$ cat config.mk
export PLATFORM = sky130hd
export DESIGN_NAME = status_sequencer
export DESIGN_NICKNAME = d
export VERILOG_FILES = /design/src/rtl/status_sequencer.sv
export SDC_FILE = /design/constraint.sdc
export NUM_CORES = 1
export LEC_CHECK = 0
export BUFFER_PORTS_ARGS = -buffer_cell sky130_fd_sc_hd__buf_4
export CELL_PAD_IN_SITES_DETAIL_PLACEMENT = 0
export CELL_PAD_IN_SITES_GLOBAL_PLACEMENT = 1
export CORE_MARGIN = 2
export CORE_UTILIZATION = 39
export CTS_BUF_LIST = sky130_fd_sc_hd__clkbuf_16
export CTS_CLUSTER_DIAMETER = 120
export DETAILED_ROUTE_END_ITERATION = 12
export GPL_ROUTABILITY_DRIVEN = 0
export PLACE_DENSITY_LB_ADDON = 0.1
export REMOVE_ABC_BUFFERS = 1
export SYNTH_ARGS = -nofsm -noshare
export SYNTH_HDL_FRONTEND = slang
export SYNTH_SLANG_ARGS = --single-unit
$ cat constraint.sdc
create_clock -name clock -period 6.5 [get_ports clock]
set_input_delay 0.325 -clock clock [delete_from_list [all_inputs] [get_ports clock]]
set_output_delay 0.325 -clock clock [all_outputs]
set_load 0.02 [all_outputs]
$ cat src/rtl/status_sequencer.sv
// status_sequencer: sequences the carry/zero status register. Stages {C,Z}
// from ALU results or the shadow stack, drives the register's active-low
// load strobe one cycle later, and evaluates branch conditions on the
// effective (forwarded) flags.
module status_sequencer #(
   parameter int DATA_WIDTH   = 16,
   parameter int SHADOW_DEPTH = 4
) (
   input  logic                  clock,
   input  logic                  reset,
   input  logic                  alu_valid,
   input  logic [DATA_WIDTH-1:0] alu_result,
   input  logic                  alu_carry,
   input  logic [1:0]            update_mask,
   input  logic                  save,
   input  logic                  restore,
   input  logic [2:0]            cond,
   input  logic                  cOut,
   input  logic                  zOut,
   output logic                  notLoad,
   output logic                  cIn,
   output logic                  zIn,
   output logic                  cond_true,
   output logic                  busy,
   output logic                  shadow_empty,
   output logic                  shadow_full,
   output logic [2:0]            err
);
   localparam int PW = $clog2(SHADOW_DEPTH);
   localparam int CW = PW + 1;

   typedef enum logic [1:0] {INIT, IDLE, LOAD} state_t;

   state_t          state, state_next;
   logic            stage_c, stage_z;
   logic            next_c, next_z;
   logic [1:0]      shadow [SHADOW_DEPTH];
   logic [CW-1:0]   depth;
   logic [PW-1:0]   top_idx;
   logic            eff_c, eff_z;
   logic            active, alu_zero;
   logic            do_restore, pop_ok, do_push, do_alu, accept;
   logic            save_restore_clash, restore_alu_clash;

   // Forwarding: while a load is in flight the staged value is the truth.
   assign eff_c = (state == LOAD) ? stage_c : cOut;
   assign eff_z = (state == LOAD) ? stage_z : zOut;

   assign active       = (state != INIT);
   assign alu_zero     = (alu_result == '0);
   assign shadow_empty = (depth == '0);
   assign shadow_full  = (depth == CW'(SHADOW_DEPTH));
   assign top_idx      = depth[PW-1:0] - PW'(1);

   // Simultaneous save+restore cancels both; a restore always beats the ALU.
   assign save_restore_clash = active & save & restore;
   assign do_restore         = active & restore & ~save;
   assign restore_alu_clash  = do_restore & alu_valid;
   assign pop_ok             = do_restore & ~shadow_empty;
   assign do_push            = active & save & ~restore & ~shadow_full;
   assign do_alu             = active & alu_valid & ~do_restore;
   assign accept             = pop_ok | do_alu;

   // Value to stage: popped entry, or masked merge of ALU flags into effective flags.
   always_comb begin
      next_c = update_mask[1] ? alu_carry : eff_c;
      next_z = update_mask[0] ? alu_zero  : eff_z;
      if (pop_ok) begin
         next_c = shadow[top_idx][1];
         next_z = shadow[top_idx][0];
      end
   end

   // Condition evaluation on the effective flags.
   always_comb begin
      cond_true = 1'b0;
      case (cond)
         3'd0: cond_true = 1'b1;
         3'd1: cond_true = eff_z;
         3'd2: cond_true = ~eff_z;
         3'd3: cond_true = eff_c;
         3'd4: cond_true = ~eff_c;
         3'd5: cond_true = eff_c & ~eff_z;
         3'd6: cond_true = ~eff_c | eff_z;
         default: cond_true = 1'b0;
      endcase
   end

   // State register.
   always_ff @(posedge clock) begin
      if (reset) state <= INIT;
      else       state <= state_next;
   end

   // Next state and register-side outputs.
   always_comb begin
      state_next = state;
      notLoad    = 1'b1;
      cIn        = stage_c;
      zIn        = stage_z;
      busy       = 1'b0;
      case (state)
         INIT: begin
            notLoad    = 1'b0;
            cIn        = 1'b0;
            zIn        = 1'b0;
            busy       = 1'b1;
            state_next = IDLE;
         end
         IDLE: state_next = accept ? LOAD : IDLE;
         LOAD: begin
            notLoad    = 1'b0;
            state_next = accept ? LOAD : IDLE;
         end
         default: state_next = INIT;
      endcase
   end

   // Staged flags, stack pointer and sticky errors.
   always_ff @(posedge clock) begin
      if (reset) begin
         stage_c <= 1'b0;
         stage_z <= 1'b0;
         depth   <= '0;
         err     <= '0;
      end else begin
         if (accept) begin
            stage_c <= next_c;
            stage_z <= next_z;
         end
         if (do_push)     depth <= depth + CW'(1);
         else if (pop_ok) depth <= depth - CW'(1);
         if (save_restore_clash | restore_alu_clash)          err[2] <= 1'b1;
         if (do_restore & shadow_empty)                       err[1] <= 1'b1;
         if (active & save & ~restore & shadow_full)          err[0] <= 1'b1;
      end
   end

   // Shadow stack storage; contents are don't-care beyond depth.
   always_ff @(posedge clock) begin
      if (do_push) shadow[depth[PW-1:0]] <= {eff_c, eff_z};
   end
endmodule
==> impl_metrics.env <==
export IMPL_status="finished, final reports clean"
export IMPL_syn_area_um2=1080
export IMPL_ys_top_cells_by_area="edfxtp_1 22%, dfxtp_1 19%, ha_1 9.3%"
export IMPL_synth_ff_type="dfxtp_1"
export IMPL_grt_usage_pct=16.1
export IMPL_cts_sinks=18
export IMPL_drt_first_pass_iters=2
export IMPL_clockBufferDepth=2
export IMPL_ctsHoldBuffers=0
export IMPL_hold_viol=0
export IMPL_min_path_type="input port to flop"
export IMPL_dr_total_vias=868
export IMPL_post_cts_buffers=0
export IMPL_end_kind="flop"
export IMPL_p_leak_nw=0.637
export IMPL_multi_input_area_um2=602
export IMPL_placedCellCount=167
export IMPL_fp_coreArea_um2=2690
export IMPL_final_cells=171
export IMPL_n_antenna_cell=0
export IMPL_relSlewSlack_pct=65.7
export IMPL_fmax_mhz=426
export IMPL_cp_arrival_ns=2.49
export IMPL_clk_latency_ns=0.25
export IMPL_die_h_um=56.5
export IMPL_syn_area_per_cell_um2=10.9
export IMPL_drc=0
export IMPL_grt_pass1_vias=874
export IMPL_fill_cells=250
export IMPL_cts_resized=0
export IMPL_die_w_um=56.5
export IMPL_ant_nets=0
export IMPL_peakVddDrop_v=0.000201
export IMPL_rsz0062_at_grt="false"
export IMPL_ios=39
export IMPL_grt_max_degree=13
export IMPL_final_net_count=178
export IMPL_cp_start_kind="flop"
export IMPL_synth_largest_area_cell="edfxtp_1"
export IMPL_crit_required_ns=6.64
export IMPL_rows=19
export IMPL_numCtsBuffers=3
export IMPL_stdcell_area_um2=1480
export IMPL_yosysUniqueCellTypes=39
export IMPL_finalMaxSlewViolations=0
export IMPL_grt_pass1_wl_um=3940
export IMPL_maxCapViolCount=0
export IMPL_wl_per_cell_um=13.5
export IMPL_drive_gt1_share_pct=39.3
export IMPL_path_class="flop to flop"
export IMPL_finalSetupTns_ns=0
export IMPL_synth_edf_count=8
export IMPL_yosysTopAreaCellShare_pct=22.3
export IMPL_yosysWarnings=0
export IMPL_io_buffers=38
export IMPL_start_util_pct=40.1
export IMPL_ys_seq_area_share_pct=40.9
export IMPL_whs_ns=0.346
export IMPL_path_max_fanout=8
export IMPL_synth_async_sr_flop_share_pct=0
export IMPL_yosys_register_bits=18
export IMPL_seq_area_um2=440
export IMPL_design_power_total_mw=0.325
export IMPL_die_area_um2=3200
export IMPL_place_area_um2=1400
export IMPL_finish_utilization_pct=54.9
export IMPL_clk_pin_slew_ns=0.05
export IMPL_powerDensity_nw_per_um2=221
export IMPL_period_share_pct=36.1
export IMPL_post_place_ws_ns=4.12
export IMPL_grt_overflow=0
export IMPL_clockRootBuffer="clkbuf_16"
export IMPL_clock_skew_ns=0.00299
export IMPL_cts_tree="done"
export IMPL_hpwl_um=1850
export IMPL_area_growth_pct=37.1
export IMPL_worst_pin_slew_ns=0.512
export IMPL_setup_ws_ns=4.15
export IMPL_setup_viol=0
export IMPL_drt_iter0_drc=11
export IMPL_htree_levels=1
export IMPL_layout_min_cycle_time_ns=2.35
export IMPL_viasPerCell=5.08
export IMPL_wl_um=2310
export IMPL_antenna_found_initial=0
export IMPL_synth_cells=99
[critical path, cell delays in order (launching register included)]
cell and delay [ns]:
dfxtp_1 0.33, inv_1 0.06, ha_1 0.29, or3b_4 0.44
nor2_4 0.17, xnor2_1 0.14, ha_1 0.21, nor2_1 0.06
a32oi_2 0.22, mux2_4 0.31
[logic make-up after synthesis]
logic type,count (synthesis),synth area share (%)
adder cells (fa/ha/maj),8,9.30
flip-flops,18,40.9
AO/OA/AOI/OAI,13,12.8
XOR/XNOR,2,1.63
AND/OR/NAND/NOR,43,23.7
multiplexers,6,8.49
buffers and inverters,9,3.14
[cell usage in the layout (no fill, tap or decap), drive strengths merged, types with 2 or more instances in the layout]
master	n
nor2	14
inv	8
and2b	3
mux2i	2
clkbuf	3
xnor2	2
buf	38
nand3	2
nor4b	2
nand2b	5
mux2	2
nor4	2
nand2	2
mux4	2
and2	4
dfxtp	10
a32oi	2
nor2b	2
edfxtp	8
a21oi	2
ha	8
[power by group]
part           leakage [nW]  total (mW)  switching, mW  internal (mW)
combinational         0.445      0.0755         0.0377         0.0378
clock                0.0385       0.121         0.0398         0.0817
sequential            0.154       0.128        0.00452          0.124
[path summary, 6_finish.rpt]
kind,end,startpoint,slack [ns],cells past startpoint
max,depth[2],state[0],4.15,9
min,stage_c,reset,0.35,2
max reg2reg,depth[2],state[0],4.15,9
min reg2reg,err[1],err[1],0.47,2
[state kept, by name, indices dropped and copies added (netlist names)]
name     cells
depth        3
state        2
stage_c      1
err          3
stage_z      1
shadow       8
[per-layer routing]
metal | part of all wire (%) | up-vias | GRT usage (%) | wire (um)
met5 | 0 | - | 0 | 0
met4 | 0.61 | 0 | 4.08 | 14
met3 | 3.8 | 2 | 4.15 | 88
met2 | 51 | 16 | 27.4 | 1190
met1 | 44 | 407 | 20.1 | 1020
li1 | - | 443 | - | -
[Yosys cell counts, drive strengths merged (2+ instances only)]
| cell | n |
|---|---|
| inv | 8 |
| nand3 | 2 |
| edfxtp | 8 |
| nor4b | 2 |
| xnor2 | 2 |
| dfxtp | 10 |
| a21oi | 2 |
| and2b | 3 |
| nor2b | 2 |
| nor2 | 14 |
| mux2 | 2 |
| nor4 | 2 |
| nand2b | 5 |
| mux4 | 2 |
| ha | 8 |
| and2 | 4 |
| mux2i | 2 |
| nand2 | 2 |
| a32oi | 2 |
[area by class of cell]
cell class	instances	area share [%]
Timing Repair Buffer	38	19.3
Inverter	8	2.04
Clock inverter	1	0.254
Clock buffer	3	5.09
Tap cell	31	2.63
Multi-Input combinational cell	72	40.8
Sequential cell	18	29.9
Note: power is estimated with default switching activity, not from simulation.
